$ cat config.mk
export PLATFORM = sky130hd
export DESIGN_NAME = uart_mmio_ctrl
export DESIGN_NICKNAME = d
export VERILOG_FILES = /design/src/rtl/riscv_uart_pkg.sv /design/src/rtl/sync_fifo.sv /design/src/rtl/uart_mmio_ctrl.sv
export SDC_FILE = /design/constraint.sdc
export NUM_CORES = 1
export LEC_CHECK = 0
export ABC_AREA = 1
export BUFFER_PORTS_ARGS = -buffer_cell sky130_fd_sc_hd__buf_2
export CAP_MARGIN = 20
export CELL_PAD_IN_SITES_DETAIL_PLACEMENT = 1
export CELL_PAD_IN_SITES_GLOBAL_PLACEMENT = 1
export CORE_MARGIN = 10
export CORE_UTILIZATION = 27
export CTS_CLUSTER_DIAMETER = 60
export DETAILED_ROUTE_END_ITERATION = 10
export PLACE_DENSITY = 0.58
export REMOVE_ABC_BUFFERS = 1
export SLEW_MARGIN = 20
export SYNTH_ARGS = -nofsm -noshare
export SYNTH_HDL_FRONTEND = slang
export SYNTH_HIERARCHICAL = 1
export SYNTH_SLANG_ARGS = --single-unit
$ cat constraint.sdc
create_clock -name clk -period 4.5 [get_ports clk]
set_input_delay 0.675 -clock clk [delete_from_list [all_inputs] [get_ports clk]]
set_output_delay 0.675 -clock clk [all_outputs]
set_load 0.005 [all_outputs]
$ cat src/rtl/riscv_uart_pkg.sv
// Shared constants for the memory-mapped UART controller: register map,
// STATUS bit positions and the transmit sequencer states.
package riscv_uart_pkg;

    localparam logic [3:0] UART_TXDATA = 4'h0;
    localparam logic [3:0] UART_RXDATA = 4'h4;
    localparam logic [3:0] UART_STATUS = 4'h8;

    localparam int ST_TX_FULL     = 0;
    localparam int ST_TX_EMPTY    = 1;
    localparam int ST_RX_NONEMPTY = 2;
    localparam int ST_RX_FULL     = 3;
    localparam int ST_TX_OVF      = 4;
    localparam int ST_RX_OVR      = 5;
    localparam int ST_TX_ACTIVE   = 6;
    localparam int ST_RX_COUNT    = 8;

    // Cycles spent in WAIT_BUSY without seeing tx_busy before giving up.
    localparam int WAIT_BUSY_TIMEOUT = 4;

    typedef enum logic [1:0] {
        IDLE      = 2'd0,
        START     = 2'd1,
        WAIT_BUSY = 2'd2,
        WAIT_DONE = 2'd3
    } tx_state_e;

endpackage

$ cat src/rtl/sync_fifo.sv
// Synchronous first-word-fall-through FIFO. A push into a full FIFO is
// accepted only when a pop frees a slot in the same cycle.
module sync_fifo #(
    parameter int WIDTH = 8,
    parameter int DEPTH = 8
) (
    input  logic                   clk,
    input  logic                   reset,
    input  logic                   push,
    input  logic                   pop,
    input  logic [WIDTH-1:0]       din,
    output logic [WIDTH-1:0]       dout,
    output logic                   full,
    output logic                   empty,
    output logic [$clog2(DEPTH):0] count
);
    localparam int AW = $clog2(DEPTH);
    localparam logic [AW-1:0] PTR_ONE  = AW'(1);
    localparam logic [AW:0]   CNT_ONE  = (AW+1)'(1);
    localparam logic [AW:0]   CNT_FULL = (AW+1)'(DEPTH);

    logic [WIDTH-1:0] mem_q [DEPTH];
    logic [AW-1:0]    wr_ptr_q, rd_ptr_q;
    logic [AW:0]      count_q, count_d;
    logic             do_push, do_pop;

    assign empty   = (count_q == '0);
    assign full    = (count_q == CNT_FULL);
    assign do_pop  = pop && !empty;
    assign do_push = push && (!full || do_pop);
    assign dout    = mem_q[rd_ptr_q];
    assign count   = count_q;

    always_comb begin
        count_d = count_q;
        if (do_push && !do_pop) begin
            count_d = count_q + CNT_ONE;
        end else if (do_pop && !do_push) begin
            count_d = count_q - CNT_ONE;
        end
    end

    always_ff @(posedge clk) begin
        if (do_push) begin
            mem_q[wr_ptr_q] <= din;
        end
    end

    // Pointers wrap naturally because DEPTH is a power of two.
    always_ff @(posedge clk) begin
        if (reset) begin
            wr_ptr_q <= '0;
            rd_ptr_q <= '0;
            count_q  <= '0;
        end else begin
            if (do_push) begin
                wr_ptr_q <= wr_ptr_q + PTR_ONE;
            end
            if (do_pop) begin
                rd_ptr_q <= rd_ptr_q + PTR_ONE;
            end
            count_q <= count_d;
        end
    end

endmodule

$ cat src/rtl/uart_mmio_ctrl.sv
// CPU-facing UART window: TX FIFO feeding a start/busy sequencer, RX FIFO
// for polled reads, and sticky overflow flags reported through STATUS/irq.
module uart_mmio_ctrl
    import riscv_uart_pkg::*;
#(
    parameter int FIFO_DEPTH = 8
) (
    input  logic        clk,
    input  logic        reset,
    input  logic        UART_sel,
    input  logic        MemWrite,
    input  logic        MemRead,
    input  logic [3:0]  addr,
    input  logic [31:0] wdata,
    output logic [31:0] rdata,
    output logic        tx_start,
    output logic [7:0]  tx_data,
    input  logic        tx_busy,
    input  logic        rx_valid,
    input  logic [7:0]  rx_data,
    output logic        irq
);
    localparam int CW  = $clog2(FIFO_DEPTH) + 1;
    localparam int WCW = $clog2(WAIT_BUSY_TIMEOUT);
    localparam logic [WCW-1:0] WAIT_LAST = WCW'(WAIT_BUSY_TIMEOUT - 1);
    localparam logic [WCW-1:0] WAIT_ONE  = WCW'(1);

    logic            wr_tx, rd_rx, wr_status;
    logic            tx_pop, tx_full, tx_empty;
    logic [7:0]      tx_head;
    logic [CW-1:0]   tx_count;
    logic            rx_full, rx_empty;
    logic [7:0]      rx_head;
    logic [CW-1:0]   rx_count;

    tx_state_e       state_q;
    logic [WCW-1:0]  wait_cnt_q;
    logic            tx_start_q;
    logic [7:0]      tx_data_q;
    logic            tx_ovf_q, tx_ovf_d;
    logic            rx_ovr_q, rx_ovr_d;
    logic [31:0]     status;
    logic            unused_bits;

    assign wr_tx     = UART_sel && MemWrite && (addr == UART_TXDATA);
    assign rd_rx     = UART_sel && MemRead  && (addr == UART_RXDATA);
    assign wr_status = UART_sel && MemWrite && (addr == UART_STATUS);
    assign tx_pop    = (state_q == START);

    sync_fifo #(.WIDTH(8), .DEPTH(FIFO_DEPTH)) u_tx_fifo (
        .clk   (clk),
        .reset (reset),
        .push  (wr_tx),
        .pop   (tx_pop),
        .din   (wdata[7:0]),
        .dout  (tx_head),
        .full  (tx_full),
        .empty (tx_empty),
        .count (tx_count)
    );

    sync_fifo #(.WIDTH(8), .DEPTH(FIFO_DEPTH)) u_rx_fifo (
        .clk   (clk),
        .reset (reset),
        .push  (rx_valid),
        .pop   (rd_rx),
        .din   (rx_data),
        .dout  (rx_head),
        .full  (rx_full),
        .empty (rx_empty),
        .count (rx_count)
    );

    // A push into a full FIFO only counts as a loss when no pop makes room.
    assign tx_ovf_d = (wr_tx && tx_full && !tx_pop)
                    || (tx_ovf_q && !(wr_status && wdata[ST_TX_OVF]));
    assign rx_ovr_d = (rx_valid && rx_full && !rd_rx)
                    || (rx_ovr_q && !(wr_status && wdata[ST_RX_OVR]));

    always_ff @(posedge clk) begin
        if (reset) begin
            tx_ovf_q <= 1'b0;
            rx_ovr_q <= 1'b0;
        end else begin
            tx_ovf_q <= tx_ovf_d;
            rx_ovr_q <= rx_ovr_d;
        end
    end

    // tx_start/tx_data are registered on the IDLE->START edge so the pulse
    // coincides exactly with the START cycle, where the head is popped.
    always_ff @(posedge clk) begin
        if (reset) begin
            state_q    <= IDLE;
            wait_cnt_q <= '0;
            tx_start_q <= 1'b0;
            tx_data_q  <= '0;
        end else begin
            tx_start_q <= 1'b0;
            case (state_q)
                IDLE: begin
                    if (!tx_empty && !tx_busy) begin
                        state_q    <= START;
                        tx_start_q <= 1'b1;
                        tx_data_q  <= tx_head;
                    end
                end
                START: begin
                    state_q    <= WAIT_BUSY;
                    wait_cnt_q <= '0;
                end
                WAIT_BUSY: begin
                    if (tx_busy) begin
                        state_q <= WAIT_DONE;
                    end else if (wait_cnt_q == WAIT_LAST) begin
                        state_q <= IDLE;
                    end else begin
                        wait_cnt_q <= wait_cnt_q + WAIT_ONE;
                    end
                end
                WAIT_DONE: begin
                    if (!tx_busy) begin
                        state_q <= IDLE;
                    end
                end
                default: state_q <= IDLE;
            endcase
        end
    end

    assign tx_start = tx_start_q;
    assign tx_data  = tx_data_q;
    assign irq      = !rx_empty || tx_ovf_q || rx_ovr_q;

    always_comb begin
        status                      = '0;
        status[ST_TX_FULL]          = tx_full;
        status[ST_TX_EMPTY]         = tx_empty;
        status[ST_RX_NONEMPTY]      = !rx_empty;
        status[ST_RX_FULL]          = rx_full;
        status[ST_TX_OVF]           = tx_ovf_q;
        status[ST_RX_OVR]           = rx_ovr_q;
        status[ST_TX_ACTIVE]        = (state_q != IDLE);
        status[ST_RX_COUNT +: 8]    = 8'(rx_count);
    end

    always_comb begin
        rdata = '0;
        case (addr)
            UART_RXDATA: begin
                if (!rx_empty) begin
                    rdata = {23'b0, 1'b1, rx_head};
                end
            end
            UART_STATUS: rdata = status;
            default:     rdata = '0;
        endcase
    end

    assign unused_bits = ^{wdata[31:8], tx_count};

endmodule

==> results.toml <==
[run_status]
status = "complete, no violations"

[sta]
fin_tns_setup_ns = 0
setup_viol = 0
fin_crit_sh = 0.680
skew_ns = 0.00808
rsz0062_at_grt = "false"
period_needed_ns = 3.06
final_max_slew_viol_count = 0
tightest_slew_ns = 1.05
maxSlewHeadroom = 0.295
fmax_ghz = 0.327
hold_viol_final = 0

[floorplanning]
die_w_um = 186
io_pins = 93
die_area_mm2 = 0.0347
fp.dieH_um = 186
floorplan.initialDensity = 0.276
num_rows = 60
coreArea_mm2 = 0.0271

[clock_tree]
htree_num_levels = 4
cts_buffer_depth = 2
cts_root_buffer = "clkbuf_16"
cts_setup_buffers = 0
hold_buffers = 0
clock_latency_ns = 0.43
cts_resized = 0
clkTransAtPathRegs_ns = 0.06
cts_tree = "yes"
cts_num_sinks = 169
cts_made_buffers = 17

[logic_synthesis]
synth_largest_area_cell = "edfxtp_1"
synth_compound_area_frac = 0.0953
synth.most_common_cell = "nor2_1"
ys_ff_latch = 169
syn_inst = 737
syn_area_mm2 = 0.00747
synth_top_family_by_area = "simple AND/OR/NAND/NOR gates"
synth_edf_count = 128
synthTopCellsByArea = "edfxtp_1 51%, dfxtp_1 11%, nor2_1 8.0%"
synth_ff_type = "edfxtp_1"
yosysWarnings = 6
synthAdderAreaFrac = 0.0238
post-synth-top-area-fraction = 0.515
postSynthAreaPerCell_um2 = 10.1
synthArstFlopShare = 0
synth-simple-area-share = 0.177
synthTopCellsByCount = "160 x nor2_1, 128 x edfxtp_1, 109 x nand2_1"
yosys.cell_types.count = 36
synth_mux_area_frac = 0
synth_xor_area_frac = 0.00704
synth.yosys.seq_area_share = 0.624

[layout]
fin_cells = 1170
antenna_cells = 0
nNetsFinal = 850
layout-drive-gt1-share = 0.139
area_growth_pct = 14.0

[critical_path]
crit_path_end_kind = "output pin"
worst-path-max-fanout = 24
worstSetupStartpointType = "register"
cp.required_ns = 3.83
arrival_ns = 2.39
cpMaxStageDelayCell = "dfxtp_1"
crit_chain = "buf_4, o21ai_0, o21ai_0, nand2_1, nand2_1, nor3b_1, buf_2"
cp_slowest_stage_delay_ns = 0.91
path_class = "reg -> out"

[placed_design]
hpwl_um = 12000
dp.cells = 1139
place_congestion = 0.747
portBuffers = 48

[routing]
vias_per_cell = 4.37
drc = 0
drt_iter0_drc = 162
drt-pass1-iter-count = 4
drtAntennaViolNets = 0
num_vias = 5114
wire_per_inst_um = 15.6
drt_wl_total_um = 18300

[power_and_ir_drop]
p_sw_frac = 0.288
fin_total_pwr_mw = 3.93
seq_power_share = 0.464
power.share.clock = 0.368
p_switching_mw = 1.13
power_density_mw_per_mm2 = 462
ir_worst_vdd_v = 0.000218
power_frac_comb = 0.168
internal_power_mw = 2.80
p_leak_nw = 3.25

[global_routing]
grtUsageMet2 = 0.181
grt.met1_usage = 0.126
grt_first_pass_wirelength_um = 29100
grt_busiest_layer = "met2"
use_met3 = 0.0296
grt_use_total = 0.105
grt_max_degree = 34
grt_pass1_vias = 5405
antenna_found_initial = 1
grt_overflow_total = 0

[flow_run]
maxCapViolCount = 0

[min_path]
hold_path.class = "reg -> reg"
worst max-delay path, delay by kind of cell, from the launching register on:
kind | cells | cell delay [ns]
simple gates | 3 | 0.35
compound gates | 2 | 0.25
flops | 1 | 0.91
buf+inv | 2 | 0.46
cell usage in the layout, fill, tap and decap left out, types with 3 or more instances in the layout:
master and count:
nand2_1 109, nor2_1 160, inv_6 3, conb_1 20, dfxtp_1 41, inv_1 48
a21oi_1 18, clkinv_1 3, edfxtp_1 128, buf_4 4, o21ai_0 51, nor2_2 9
buf_2 48, ha_1 11, nand2_2 6, o21ai_1 63, clkbuf_16 17, inv_2 3
clkinvlp_4 4, nand3_1 19, xor2_1 6
per-stage QoR:
step           setup WS [ns]  cell area, um^2  hold slack, ns   util
2_1_floorplan           1.96             7210           0.434      -
4_1_cts                 1.34             8520           0.474  0.314
6_report                1.44             8520           0.474  0.314
5_1_grt                 1.22             8520           0.496  0.314
3_5_place_dp            1.41             7940           0.460  0.293
3_3_place_gp            1.46             7940           0.455  0.293
metal layers:
metal / routed length [um] / vias up
met5: 12 / -
li1: - / 2532
met4: 170 / 2
met3: 879 / 16
met1: 8210 / 2476
met2: 9010 / 88
state kept, by name (all words and copies together), names as in the netlist, named ones only:
name,count
u_rx_fifo/count,4
rx_ovr_q,1
u_tx_fifo/mem_q,64
tx_ovf_q,1
wait_cnt_q,2
tx_data,8
u_tx_fifo/count,4
u_rx_fifo/wr_ptr_q,3
u_tx_fifo/wr_ptr_q,3
tx_start,1
u_rx_fifo/rd_ptr_q,3
u_rx_fifo/mem_q,64
state_q,2
u_tx_fifo/rd_ptr_q,3
power by group through the flow:
| stage | Clock (mW) | Combinational (mW) | Sequential (mW) |
|---|---|---|---|
| after global routing | 1.55 | 0.779 | 1.83 |
| final | 1.45 | 0.660 | 1.82 |
| after CTS | 1.49 | 0.681 | 1.82 |
| after detailed placement | 0 | 0.677 | 1.86 |
| after global placement | 0 | 0.659 | 1.86 |
| after floorplan | 0 | 0.424 | 1.87 |
logic make-up (layout without fill, tap and decap cells):
group / after synthesis / count (layout)
XOR/XNOR: 6 / 6
other: 1 / 20
adder cells (fa/ha/maj): 13 / 13
AND/OR/NAND/NOR: 316 / 316
AO/OA/AOI/OAI: 138 / 138
flip-flops: 169 / 169
buffers and inverters: 94 / 136
final timing paths:
kind | end | cells past startpoint | slack [ns] | startpoint
setup / recovery | rdata[7] | 7 | 1.44 | register
hold reg to reg | rx_ovr_q$_SDFF_PP0_ | 2 | 0.47 | rx_ovr_q$_SDFF_PP0_
hold / removal | rx_ovr_q$_SDFF_PP0_ | 2 | 0.47 | rx_ovr_q$_SDFF_PP0_
setup reg to reg | u_tx_fifo/mem_q[0][7]$_DFFE_PP_ | 8 | 1.99 | state_q[0]$_SDFFE_PP0P_
layout make-up:
| cell class | count | area [um^2] |
|---|---|---|
| clock inverter | 14 | 149 |
| clock buffer | 17 | 425 |
| tap | 372 | 465 |
| timing repair buffer | 52 | 270 |
| fill | 3089 | 18600 |
| inverter | 53 | 204 |
| multi-input combinational | 493 | 2340 |
| sequential | 169 | 4660 |
Power figures use the tool's default switching activity.
